$ cat src/rtl/match_referee.sv
// Match referee: turns counter game-over events into per-side tallies and reports
// the match winner on a valid/ready handshake, while tracking per-game peak count.
module match_referee #(
    parameter int COUNT_SIZE    = 5,
    parameter int MATCH_WINS    = 3,
    parameter int TALLY_SIZE    = 3,
    parameter int MATCH_ID_SIZE = 8
) (
    input  logic                     clk,
    input  logic                     rst,
    input  logic                     start,
    input  logic                     gameover,
    input  logic [1:0]               who,
    input  logic [COUNT_SIZE-1:0]    count,
    output logic                     hold,
    output logic                     busy,
    output logic                     game_done,
    output logic [TALLY_SIZE-1:0]    w_games,
    output logic [TALLY_SIZE-1:0]    l_games,
    output logic [COUNT_SIZE-1:0]    peak,
    output logic                     err,
    output logic                     result_valid,
    input  logic                     result_ready,
    output logic [1:0]               result_who,
    output logic [MATCH_ID_SIZE-1:0] result_id
);

    typedef enum logic [1:0] {
        ST_IDLE   = 2'd0,
        ST_PLAY   = 2'd1,
        ST_REPORT = 2'd2
    } state_t;

    state_t                   state_q, state_d;
    logic                     gameover_d_q;
    logic                     game_done_q, game_done_d;
    logic [TALLY_SIZE-1:0]    w_games_q, w_games_d;
    logic [TALLY_SIZE-1:0]    l_games_q, l_games_d;
    logic [COUNT_SIZE-1:0]    peak_q, peak_d;
    logic                     err_q, err_d;
    logic                     result_valid_q, result_valid_d;
    logic [1:0]               result_who_q, result_who_d;
    logic [MATCH_ID_SIZE-1:0] result_id_q, result_id_d;
    logic                     hold_s, busy_s;

    logic edge_s, win_s, lose_s, bad_s, match_end_s;

    // A game only counts on the rising edge of gameover, so a level held across start is ignored.
    assign edge_s      = gameover & ~gameover_d_q;
    assign win_s       = edge_s & (who == 2'b10);
    assign lose_s      = edge_s & (who == 2'b01);
    assign bad_s       = edge_s & ~win_s & ~lose_s;
    assign match_end_s = (state_q == ST_PLAY) &
                         ((win_s  & (w_games_q == TALLY_SIZE'(MATCH_WINS - 1))) |
                          (lose_s & (l_games_q == TALLY_SIZE'(MATCH_WINS - 1))));

    // State register.
    always_ff @(posedge clk or negedge rst) begin
        if (!rst) begin
            state_q <= ST_IDLE;
        end else begin
            state_q <= state_d;
        end
    end

    // Next-state logic.
    always_comb begin
        state_d = state_q;
        case (state_q)
            ST_IDLE:   if (start)        state_d = ST_PLAY;   else state_d = ST_IDLE;
            ST_PLAY:   if (match_end_s)  state_d = ST_REPORT; else state_d = ST_PLAY;
            ST_REPORT: if (result_ready) state_d = ST_IDLE;   else state_d = ST_REPORT;
            default:                     state_d = ST_IDLE;
        endcase
    end

    // State-decoded outputs toward the counter stage.
    always_comb begin
        hold_s = 1'b1;
        busy_s = 1'b0;
        case (state_q)
            ST_IDLE:   begin hold_s = 1'b1; busy_s = 1'b0; end
            ST_PLAY:   begin hold_s = 1'b0; busy_s = 1'b1; end
            ST_REPORT: begin hold_s = 1'b1; busy_s = 1'b1; end
            default:   begin hold_s = 1'b1; busy_s = 1'b0; end
        endcase
    end

    // Tally, peak, error and result datapath.
    always_comb begin
        game_done_d    = 1'b0;
        w_games_d      = w_games_q;
        l_games_d      = l_games_q;
        peak_d         = peak_q;
        err_d          = err_q;
        result_valid_d = result_valid_q;
        result_who_d   = result_who_q;
        result_id_d    = result_id_q;
        case (state_q)
            ST_IDLE: begin
                if (start) begin
                    w_games_d = {TALLY_SIZE{1'b0}};
                    l_games_d = {TALLY_SIZE{1'b0}};
                    peak_d    = {COUNT_SIZE{1'b0}};
                end else begin
                    peak_d = peak_q;
                end
            end
            ST_PLAY: begin
                if (win_s || lose_s) begin
                    game_done_d = 1'b1;
                    peak_d      = {COUNT_SIZE{1'b0}};
                    if (win_s) begin
                        w_games_d = w_games_q + TALLY_SIZE'(1);
                    end else begin
                        l_games_d = l_games_q + TALLY_SIZE'(1);
                    end
                    if (match_end_s) begin
                        result_valid_d = 1'b1;
                        result_who_d   = who;
                    end else begin
                        result_valid_d = result_valid_q;
                    end
                end else if (bad_s) begin
                    err_d = 1'b1;
                end else if (count > peak_q) begin
                    peak_d = count;
                end else begin
                    peak_d = peak_q;
                end
            end
            ST_REPORT: begin
                if (result_ready) begin
                    result_valid_d = 1'b0;
                    result_who_d   = 2'b00;
                    result_id_d    = result_id_q + MATCH_ID_SIZE'(1);
                end else begin
                    result_valid_d = result_valid_q;
                end
            end
            default: begin
                game_done_d = 1'b0;
            end
        endcase
    end

    // Datapath registers; the edge register samples gameover in every state.
    always_ff @(posedge clk or negedge rst) begin
        if (!rst) begin
            gameover_d_q   <= 1'b0;
            game_done_q    <= 1'b0;
            w_games_q      <= {TALLY_SIZE{1'b0}};
            l_games_q      <= {TALLY_SIZE{1'b0}};
            peak_q         <= {COUNT_SIZE{1'b0}};
            err_q          <= 1'b0;
            result_valid_q <= 1'b0;
            result_who_q   <= 2'b00;
            result_id_q    <= {MATCH_ID_SIZE{1'b0}};
        end else begin
            gameover_d_q   <= gameover;
            game_done_q    <= game_done_d;
            w_games_q      <= w_games_d;
            l_games_q      <= l_games_d;
            peak_q         <= peak_d;
            err_q          <= err_d;
            result_valid_q <= result_valid_d;
            result_who_q   <= result_who_d;
            result_id_q    <= result_id_d;
        end
    end

    assign hold         = hold_s;
    assign busy         = busy_s;
    assign game_done    = game_done_q;
    assign w_games      = w_games_q;
    assign l_games      = l_games_q;
    assign peak         = peak_q;
    assign err          = err_q;
    assign result_valid = result_valid_q;
    assign result_who   = result_who_q;
    assign result_id    = result_id_q;

endmodule
$ cat config.mk
export PLATFORM = sky130hd
export DESIGN_NAME = match_referee
export DESIGN_NICKNAME = d
export VERILOG_FILES = /design/src/rtl/match_referee.sv
export SDC_FILE = /design/constraint.sdc
export NUM_CORES = 1
export LEC_CHECK = 0
export CORE_MARGIN = 4
export CORE_UTILIZATION = 54
export CTS_BUF_LIST = sky130_fd_sc_hd__clkbuf_8
export DETAILED_ROUTE_END_ITERATION = 6
export PLACE_DENSITY = 0.87
export SYNTH_ARGS = -nofsm -noshare
export SYNTH_HDL_FRONTEND = slang
export SYNTH_SLANG_ARGS = --single-unit
$ cat constraint.sdc
create_clock -name clk -period 3.8 [get_ports clk]
set_clock_uncertainty 0.2 [all_clocks]
set_input_delay 0.76 -clock clk [delete_from_list [all_inputs] [get_ports clk]]
set_output_delay 0.76 -clock clk [all_outputs]
set_load 0.02 [all_outputs]
==> flow_summary_export.csv, run 1 <==
group,metric,value,unit
clock_tree,ctsResizeCount,0,
drt,ant_nets,0,
setup_path,critPathTopFamily,"buffers and inverters",
power_and_ir_drop,pwr_density_cell,582,mW/mm^2
clock_tree,path_clk_slew,0.09,ns
power_and_ir_drop,leakage,0.920,nW
drt,dr.pass1.iters,4,
clock_tree,cts.htree.levels,1,
cells_and_area,regArea,676,sq um
placement,dp.final_hpwl,2.53,mm
cells_and_area,num-fill-cells,183,
yosys,synth_nets,165,
setup_path,cp_cell_sequence,"inv_1 > ha_1 > inv_2 > clkdlybuf4s50_1",
cells_and_area,area_delta_synth_final,30.4,%
drt,viasPerCell,5.63,
setup_path,r2r_cells,6,
clock_tree,hold_buffers,0,
timing,rsz0062_at_grt,"no",
placement,dpl_cell_area,0.00191,sq mm
setup_path,r2r_slack,1.74,ns
outcome,status,"completed",
yosys,synthTopCellsByArea,"dfrtp_1, ha_1, xnor2_1, inv_1, a22o_1",
yosys,async_flop_share,100,%
timing,max_freq,334,MHz
floorplan,die_h,60.7,microns
timing,finalSetupViolCount,0,
yosys,syn_inst,139,
floorplan,dieArea,0.00369,sq mm
setup_path,worstPathMaxFanout,15,
cells_and_area,stdcell_count,210,
clock_tree,clock_path_buffers,2,
power_and_ir_drop,switching_share,39.2,%
setup_path,critPathArrivalTime,2.03,ns
setup_path,crit_required,2.84,ns
cells_and_area,fin_area,0.00196,sq mm
yosys,synth_common_cells,"dfrtp_1, ha_1, inv_1",
timing,worst_slew_pin_slew,0.505,ns
timing,tns,0,ns
setup_path,regToRegEndpoint,"peak[2]",
yosys,synth_most_common_cell,"dfrtp_1",
worst_hold_path,worstHoldStart,"err",
setup_path,start_kind,"register",
power_and_ir_drop,combPwrFrac,49.9,%
yosys,synth_edf_count,0,
cells_and_area,fin_util,76.2,%
setup_path,reg2reg_from,"state_q[1]",
power_and_ir_drop,clkPwrFrac,13.9,%
yosys,synth_cell_type_count,36,
timing,drv_slew,0,
timing,final.min_clock_period,2.99,ns
clock_tree,insertion_delay,0.27,ns
floorplan,die_w,60.7,microns
yosys,synth.ff_latch_count,27,
drt,drc,0,
drt,routed_wl,3.27,mm
placement,gp_congestion,0.816,
worst_hold_path,holdPathEnd,"err",
clock_tree,cts_tree,"built",
cells_and_area,multi_input_area,767,sq um
worst_hold_path,hold_depth,1,
drt,wl_per_cell,15.6,microns
setup_path,crit_type,"reg -> out",
yosys,ys.flop_type,"dfrtp_1",
cells_and_area,fin_nets,207,
clock_tree,cts.sinks,27,
power_and_ir_drop,p_int,0.000692,W
clock_tree,post-cts-setup-buffers,0,
grt,overflow,0,
floorplan,io_pins,38,
yosys,yosysSeqAreaShare,45.0,%
drt,num_vias,1183,
yosys,yosysTopAreaCellShare,45.0,%
placement,dp.cells,206,
yosys,yosys.area.top_type,"dfrtp_1",
power_and_ir_drop,ir_worst_vdd,0.000439,V
grt,grt_pass1_vias,1211,
floorplan,num_rows,18,
grt,grt_max_degree,28,
power_and_ir_drop,p_sw,0.000445,W
timing,hold_viol_final,0,
run,drv_cap,0,
yosys,synth.avg_cell_area,10.8,sq um
setup_path,critPathSlowestCell,"clkdlybuf4s50_1",
grt,antenna_found_initial,0,
timing,slew_headroom,66.4,%
grt,grt_pass1_wl,5.44,mm
clock_tree,cts_root_buffer,"clkbuf_8",
clock_tree,cts_made_buffers,3,
floorplan,start_util,58.4,%
worst_hold_path,min_path_type,"reg -> reg",
timing,post-route-period-util,78.7,%
floorplan,core,0.00257,sq mm
cells_and_area,drive_gt1_share,7.22,%
yosys,ys_warn_count,0,
setup_path,cp_slowest_stage_delay,0.58,ns
yosys,syn_area,0.00150,sq mm
drt,first_iter_violations,40,
setup_path,cp-end-kind,"output port",
cells_and_area,diodes,0,
placement,portBuffers,37,
grt,grt_use_total,19.6,%
setup_path,critPathBufInv,3,
power_and_ir_drop,power_frac_seq,36.2,%
==> area by class of cell <==
type	count	area share, %
flip-flops and latches	27	34.5
inverters	14	2.69
clock inverters	1	0.192
multi-input cells	97	39.2
well taps	30	1.92
clock buffers	3	2.11
repair buffers	38	19.3
==> registers in the layout (all words and copies together), names as in the netlist <==
register	cells
err	1
result_who	2
w_games	3
game_done	1
peak	5
state_q	2
l_games	3
result_id	8
result_valid	1
gameover_d_q	1
==> worst max path at each step <==
stage / cells past startpoint / end / slack (ns) / start
6_report: 4 / hold / 0.81 / state_q[1]
2_1_floorplan: 5 / peak[0] / 1.62 / count[4]
4_1_cts: 4 / hold / 0.84 / state_q[1]
3_3_place_gp: 6 / peak[4] / 1.12 / count[4]
3_5_place_dp: 6 / peak[2] / 1.07 / count[4]
5_1_grt: 4 / hold / 0.70 / state_q[1]
==> logic make-up (layout without fill, tap and decap cells) <==
family / count (synthesis) / count (layout) / share of synthesized area (%)
buffers and inverters: 15 / 56 / 3.84
XOR/XNOR: 10 / 10 / 5.84
flip-flops: 27 / 27 / 45.0
adder cells (fa/ha/maj): 14 / 14 / 11.7
AND/OR/NAND/NOR: 41 / 41 / 16.6
multiplexers: 5 / 5 / 3.50
AO/OA/AOI/OAI: 27 / 27 / 13.5
==> cell usage in the layout, fill, tap and decap left out <==
master           instances
nand4_1                  2
nor4_1                   1
clkdlybuf4s50_1         37
xor2_1                   4
o221ai_1                 1
and2b_4                  1
dfrtp_1                 27
o211ai_1                 2
inv_2                    1
nand2b_1                 2
a22o_1                   5
a311o_1                  2
and3b_1                  1
a21o_1                   1
nor3_1                   1
mux2i_1                  3
and4bb_1                 1
a21oi_1                  5
o21ai_1                  4
and4bb_2                 1
o21ai_4                  1
buf_4                    1
o211ai_2                 1
nor2_1                   7
ha_1                    14
a32oi_1                  1
clkbuf_8                 3
xnor2_1                  6
inv_1                   14
o31ai_1                  2
and4_1                   2
nand3_1                  4
nand2_1                 11
and3_1                   2
mux2_2                   2
o21ai_0                  2
and2_1                   3
and4bb_4                 2
==> worst reg2reg max path: cells and delay by family (launching register included) <==
family / cells / cell delay (ns)
AO/OA/AOI/OAI: 3 / 0.62
buffers and inverters: 1 / 0.08
flip-flops: 1 / 0.39
AND/OR/NAND/NOR: 1 / 0.30
adder cells (fa/ha/maj): 1 / 0.36
==> metrics by stage <==
stage,setup slack [ns],power (W),hold slack [ns]
final,0.810,0.00114,0.271
after global placement,1.12,0.000960,0.243
after floorplan,1.62,0.000757,0.264
after global routing,0.699,0.00122,0.304
after CTS,0.835,0.00115,0.273
after detailed placement,1.07,0.000985,0.247
==> power by group through the flow <==
stage	clock (W)	sequential, W	combinational [W]
2_1_floorplan	0	0.000484	0.000273
3_3_place_gp	0	0.000412	0.000548
3_5_place_dp	0	0.000417	0.000568
4_1_cts	0.000163	0.000412	0.000571
5_1_grt	0.000176	0.000423	0.000619
6_report	0.000158	0.000412	0.000568
==> metal layers <==
metal	vias to the layer above	wire (microns)	GRT usage (%)
li1	578	-	-
met2	33	1650	35.1
met4	0	31	5.57
met1	568	1430	24.2
met3	4	164	3.19
met5	-	0	0
Power figures use the tool's default switching activity.
==> run 2, diff against run 1 <==
--- a/config.mk
+++ b/config.mk
@@ -6,10 +6,10 @@
 export NUM_CORES = 1
 export LEC_CHECK = 0
 export CORE_MARGIN = 4
-export CORE_UTILIZATION = 54
+export CORE_UTILIZATION = 45
 export CTS_BUF_LIST = sky130_fd_sc_hd__clkbuf_8
 export DETAILED_ROUTE_END_ITERATION = 6
-export PLACE_DENSITY = 0.87
+export PLACE_DENSITY = 0.77
 export SYNTH_ARGS = -nofsm -noshare
 export SYNTH_HDL_FRONTEND = slang
 export SYNTH_SLANG_ARGS = --single-unit
==> constraint.sdc (replaced) <==
create_clock -name clk -period 2.6 [get_ports clk]
set_clock_uncertainty 0.2 [all_clocks]
set_input_delay 0.52 -clock clk [delete_from_list [all_inputs] [get_ports clk]]
set_output_delay 0.52 -clock clk [all_outputs]
set_load 0.02 [all_outputs]
==> run 2 against run 1 <==
- cell area is 1.7% higher
- power rose by 49%
- register-to-register slack got worse by 1.2 ns
- sequential share of layout area down 0.59 points
- via count shrank 0.76%
- clock power rose by 54%
- setup slack worse by 0.57 ns
- count of clock-buffer cells in the layout unchanged
- core utilization is 13 points lower
- combinational power is 49% higher
==> flow_summary_export.csv, run 2 (synthesis results as in run 1) <==
group,metric,value,unit
outcome,status,"completed",
cells_and_area,drive_gt1_share,8.79,%
timing,max_freq,424,MHz
clock_tree,cts_root_buffer,"clkbuf_8",
setup_path,r2r_cells,7,
placement,dp.final_hpwl,2.52,mm
setup_path,start_kind,"register",
cells_and_area,fin_area,0.00199,sq mm
drt,wl_met2,1.71,mm
worst_hold_path,worstHoldStart,"result_id[7]",
cells_and_area,final_common_cell,"clkdlybuf4s50_1",
drt,drc,0,
worst_hold_path,hold_depth,1,
clock_tree,hold_buffers,0,
drt,wl_met3,190,microns
clock_tree,ctsResizeCount,0,
drt,viasPerCell,5.19,
worst_hold_path,holdPathEnd,"result_id[7]",
grt,grt_pass1_vias,1246,
worst_hold_path,min_path_type,"reg -> reg",
floorplan,dieArea,0.00432,sq mm
timing,worst_slew_pin_slew,0.339,ns
power_and_ir_drop,ir_worst_vdd,0.000440,V
timing,finalSetupViolCount,0,
clock_tree,cts_made_buffers,3,
drt,routed_wl,3.28,mm
clock_tree,insertion_delay,0.28,ns
grt,grt_use_total,16.5,%
setup_path,crit_required,1.88,ns
placement,dpl_cell_area,0.00194,sq mm
floorplan,start_util,48.0,%
clock_tree,cts.htree.levels,1,
grt,antenna_found_initial,0,
drt,num_vias,1174,
grt,overflow,0,
timing,slew_headroom,77.3,%
power_and_ir_drop,leakage,0.928,nW
drt,ant_nets,0,
run,drv_cap,0,
floorplan,num_rows,20,
cells_and_area,largest_register_ffs,8,
setup_path,worstPathMaxFanout,3,
placement,portBuffers,37,
clock_tree,path_clk_slew,0.09,ns
clock_tree,clock_path_buffers,2,
placement,gp_congestion,0.818,
cells_and_area,diodes,0,
clock_tree,cts.sinks,27,
cells_and_area,final_cell_mix,"clkdlybuf4s50_1, dfrtp_1, ha_1, inv_1, nand2_1",
cells_and_area,fin_util,63.6,%
setup_path,reg2reg_from,"state_q[1]",
floorplan,die_h,65.7,microns
timing,rsz0062_at_grt,"no",
setup_path,r2r_slack,0.56,ns
drt,wl_per_cell,14.5,microns
setup_path,critPathArrivalTime,1.64,ns
timing,tns,0,ns
cells_and_area,multi_input_area,767,sq um
clock_tree,post-cts-setup-buffers,0,
cells_and_area,area_delta_synth_final,32.6,%
drt,first_iter_violations,47,
timing,drv_slew,0,
drt,dr.pass1.iters,4,
setup_path,cp-end-kind,"output port",
cells_and_area,fin_nets,209,
timing,final.min_clock_period,2.36,ns
clock_tree,cts_tree,"built",
timing,post-route-period-util,90.8,%
grt,grt_max_degree,28,
cells_and_area,num-fill-cells,264,
setup_path,crit_type,"reg -> out",
power_and_ir_drop,pwr_density_cell,853,mW/mm^2
floorplan,core,0.00313,sq mm
drt,topRoutingLayerUsed,"met4",
cells_and_area,regArea,676,sq um
power_and_ir_drop,design_power_total,0.00170,W
timing,hold_viol_final,0,
drt,m1WireLength,1.35,mm
floorplan,io_pins,38,
grt,grt_pass1_wl,5.59,mm
setup_path,regToRegEndpoint,"peak[3]",
floorplan,die_w,65.7,microns
==> run 2: cell types whose count changed in the layout (fill, tap and decap cells not counted), sizes merged <==
| cell | before | now |
|---|---|---|
| inv | 15 | 14 |
| buf | 1 | 3 |
| clkinv | 0 | 1 |
==> run 2: worst max path at each step <==
stage / from / end
finish: state_q[1] / hold
CTS: state_q[1] / hold
global placement: count[4] / peak[3]
global route: state_q[0] / busy
detailed placement: count[4] / peak[3]
floorplan: count[4] / peak[0]
==> run 2: layer usage <==
layer / track usage, % / up-vias
met5: 0 / -
met1: 19.1 / 565
met4: 4.40 / 0
met3: 4.79 / 3
met2: 29.5 / 31
li1: - / 575
==> run 2: report_power, final <==
group	switching [W]	internal (W)
combinational	0.000447	0.000402
clock	0.000135	0.000108
sequential	0.0000861	0.000518
total	0.000668	0.00103
==> run 2: final cells by class <==
class / instances / share of cell area (%)
well taps: 44 / 2.77
multi-input cells: 97 / 38.6
clock buffers: 3 / 2.08
flip-flops and latches: 27 / 34.0
inverters: 14 / 2.64
repair buffers: 40 / 19.7
clock inverters: 1 / 0.252
==> run 2: worst max-delay path, stage by stage (launching register included) <==
cell	delay (ns)
dfrtp_1	0.39
inv_1	0.08
ha_1	0.22
inv_2	0.08
clkdlybuf4s50_1	0.60
==> run 2: stage by stage <==
step	hold WS, ns	worst slack [ns]	cells
final	0.272	0.239	226
after global routing	0.296	0.159	226
after CTS	0.274	0.223	226
after detailed placement	0.248	0.103	222
after global placement	0.244	0.155	222
after floorplan	0.0244	0.662	139
==> run 3, diff against run 2 <==
--- a/config.mk
+++ b/config.mk
@@ -5,11 +5,13 @@
 export SDC_FILE = /design/constraint.sdc
 export NUM_CORES = 1
 export LEC_CHECK = 0
+export CELL_PAD_IN_SITES_DETAIL_PLACEMENT = 1
+export CELL_PAD_IN_SITES_GLOBAL_PLACEMENT = 2
 export CORE_MARGIN = 4
-export CORE_UTILIZATION = 45
+export CORE_UTILIZATION = 34
 export CTS_BUF_LIST = sky130_fd_sc_hd__clkbuf_8
 export DETAILED_ROUTE_END_ITERATION = 6
-export PLACE_DENSITY = 0.77
+export PLACE_DENSITY_LB_ADDON = 0.1
 export SYNTH_ARGS = -nofsm -noshare
 export SYNTH_HDL_FRONTEND = slang
 export SYNTH_SLANG_ARGS = --single-unit
==> constraint.sdc (replaced) <==
create_clock -name clk -period 2.94 [get_ports clk]
set_clock_uncertainty 0.2 [all_clocks]
set_input_delay 0.588 -clock clk [delete_from_list [all_inputs] [get_ports clk]]
set_output_delay 0.588 -clock clk [all_outputs]
set_load 0.02 [all_outputs]
==> run 3 against run 2 <==
- power decreased by 12%
- via count down 1.3%
- cell count up 2.2%
- setup slack gained 0.17 ns
- count of clock-buffer cells in the layout did not move
- combinational power down 12%
- non-clock buffer count decreased by 1
- register-to-register slack better by 0.34 ns
- routed wire length up 10%
- cell area stayed put
==> flow_summary_export.csv, run 3 (synthesis results as in run 1) <==
group,metric,value,unit
outcome,status,"completed",
floorplan,start_util,36.2,%
clock_tree,cts.htree.levels,1,
setup_path,cp_slowest_stage_delay,0.63,ns
timing,finalSetupViolCount,0,
clock_tree,insertion_delay,0.27,ns
clock_tree,post-cts-setup-buffers,0,
cells_and_area,diodes,0,
timing,post-route-period-util,85.9,%
clock_tree,hold_buffers,0,
clock_tree,cts_root_buffer,"clkbuf_8",
clock_tree,cts_tree,"built",
setup_path,critPathArrivalTime,1.74,ns
timing,hold_viol_final,0,
timing,rsz0062_at_grt,"no",
floorplan,dieArea,0.00554,sq mm
grt,grt_pass1_wl,6.07,mm
placement,dp.final_hpwl,2.84,mm
clock_tree,cts.sinks,27,
power_and_ir_drop,ir_worst_vdd,0.000340,V
clock_tree,clock_path_buffers,2,
drt,viasPerCell,5.02,
floorplan,io_pins,38,
floorplan,core,0.00414,sq mm
drt,ant_nets,0,
timing,drv_slew,0,
timing,final.min_clock_period,2.53,ns
cells_and_area,final_common_cell,"clkdlybuf4s50_1",
timing,slew_headroom,76.6,%
setup_path,critPathSlowestCell,"clkdlybuf4s50_1",
cells_and_area,largest_register_ffs,8,
timing,worst_slew_pin_slew,0.351,ns
drt,routed_wl,3.62,mm
setup_path,crit_type,"reg -> out",
clock_tree,path_clk_slew,0.10,ns
clock_tree,ctsResizeCount,0,
placement,portBuffers,37,
setup_path,cp_cell_sequence,"inv_1 > ha_1 > inv_2 > clkdlybuf4s50_1",
floorplan,die_h,74.4,microns
cells_and_area,fin_nets,208,
placement,gp_congestion,0.707,
drt,num_vias,1159,
grt,overflow,0,
grt,grt_use_total,14.4,%
drt,first_iter_violations,31,
cells_and_area,drive_gt1_share,8.29,%
worst_hold_path,hold_depth,1,
run,drv_cap,0,
clock_tree,cts_made_buffers,3,
grt,antenna_found_initial,0,
setup_path,worstPathMaxFanout,9,
timing,fin_hold_ws,0.287,ns
drt,drc,0,
timing,tns,0,ns
drt,wl_per_cell,15.7,microns
grt,grt_pass1_vias,1308,
setup_path,r2r_cells,7,
setup_path,crit_required,2.15,ns
power_and_ir_drop,leakage,0.923,nW
setup_path,start_kind,"register",
drt,dr.pass1.iters,4,
grt,grt_max_degree,28,
timing,max_freq,396,MHz
setup_path,cp-end-kind,"output port",
floorplan,die_w,74.4,microns
floorplan,num_rows,23,
worst_hold_path,min_path_type,"reg -> reg",
cells_and_area,area_delta_synth_final,32.6,%
power_and_ir_drop,pwr_density_cell,752,mW/mm^2
cells_and_area,final_cell_mix,"clkdlybuf4s50_1, dfrtp_1, ha_1, inv_1, nand2_1",
[run 3: path summary, 6_finish.rpt]
path | startpoint | to | slack, ns
min in group asynchronous | rst | peak[0] | 0.49
worst min-delay path | result_id[7] | result_id[7] | 0.29
max in group asynchronous | rst | result_who[0] | 1.79
worst min register to register | result_id[7] | result_id[7] | 0.29
worst max register to register | state_q[1] | peak[2] | 0.90
worst max-delay path | state_q[1] | hold | 0.41
[run 3: critical path, delay by kind of cell (launching register included)]
kind / cells / cell delay [ns]
adder cells (fa/ha/maj): 1 / 0.21
buffers and inverters: 3 / 0.86
flip-flops: 1 / 0.39
[run 3: metal layers]
metal	global-route usage [%]	up-vias	share of wire [%]
met4	5.34	0	1.2
li1	-	574	-
met5	0	-	0
met3	3.24	4	5.3
met2	25.0	22	49
met1	17.4	559	44
[run 3: metrics by stage]
stage / util (%) / cells / power, W / area (sq um) / setup WS, ns
floorplan: - / 139 / 0.000978 / 1500 / 0.934
global route: 48.0 / 231 / 0.00162 / 1990 / 0.336
global placement: 46.9 / 227 / 0.00127 / 1940 / 0.411
CTS: 48.0 / 231 / 0.00152 / 1990 / 0.388
detailed placement: 46.9 / 227 / 0.00130 / 1940 / 0.345
finish: 48.0 / 231 / 0.00150 / 1990 / 0.413
[run 3: layout make-up]
type | instances | area [sq um]
fillers | 475 | 2150
multi-input cells | 97 | 767
flip-flops and latches | 27 | 676
repair buffers | 39 | 385
well taps | 50 | 62.6
inverters | 14 | 52.6
clock buffers | 3 | 41.3
clock inverters | 1 | 5.00
[run 3: power breakdown]
group	total [W]	internal [W]	switching (W)
Combinational	0.000743	0.000348	0.000395
Sequential	0.000537	0.000458	0.0000782
Clock	0.000216	0.0000951	0.000121
Total	0.00150	0.000902	0.000594
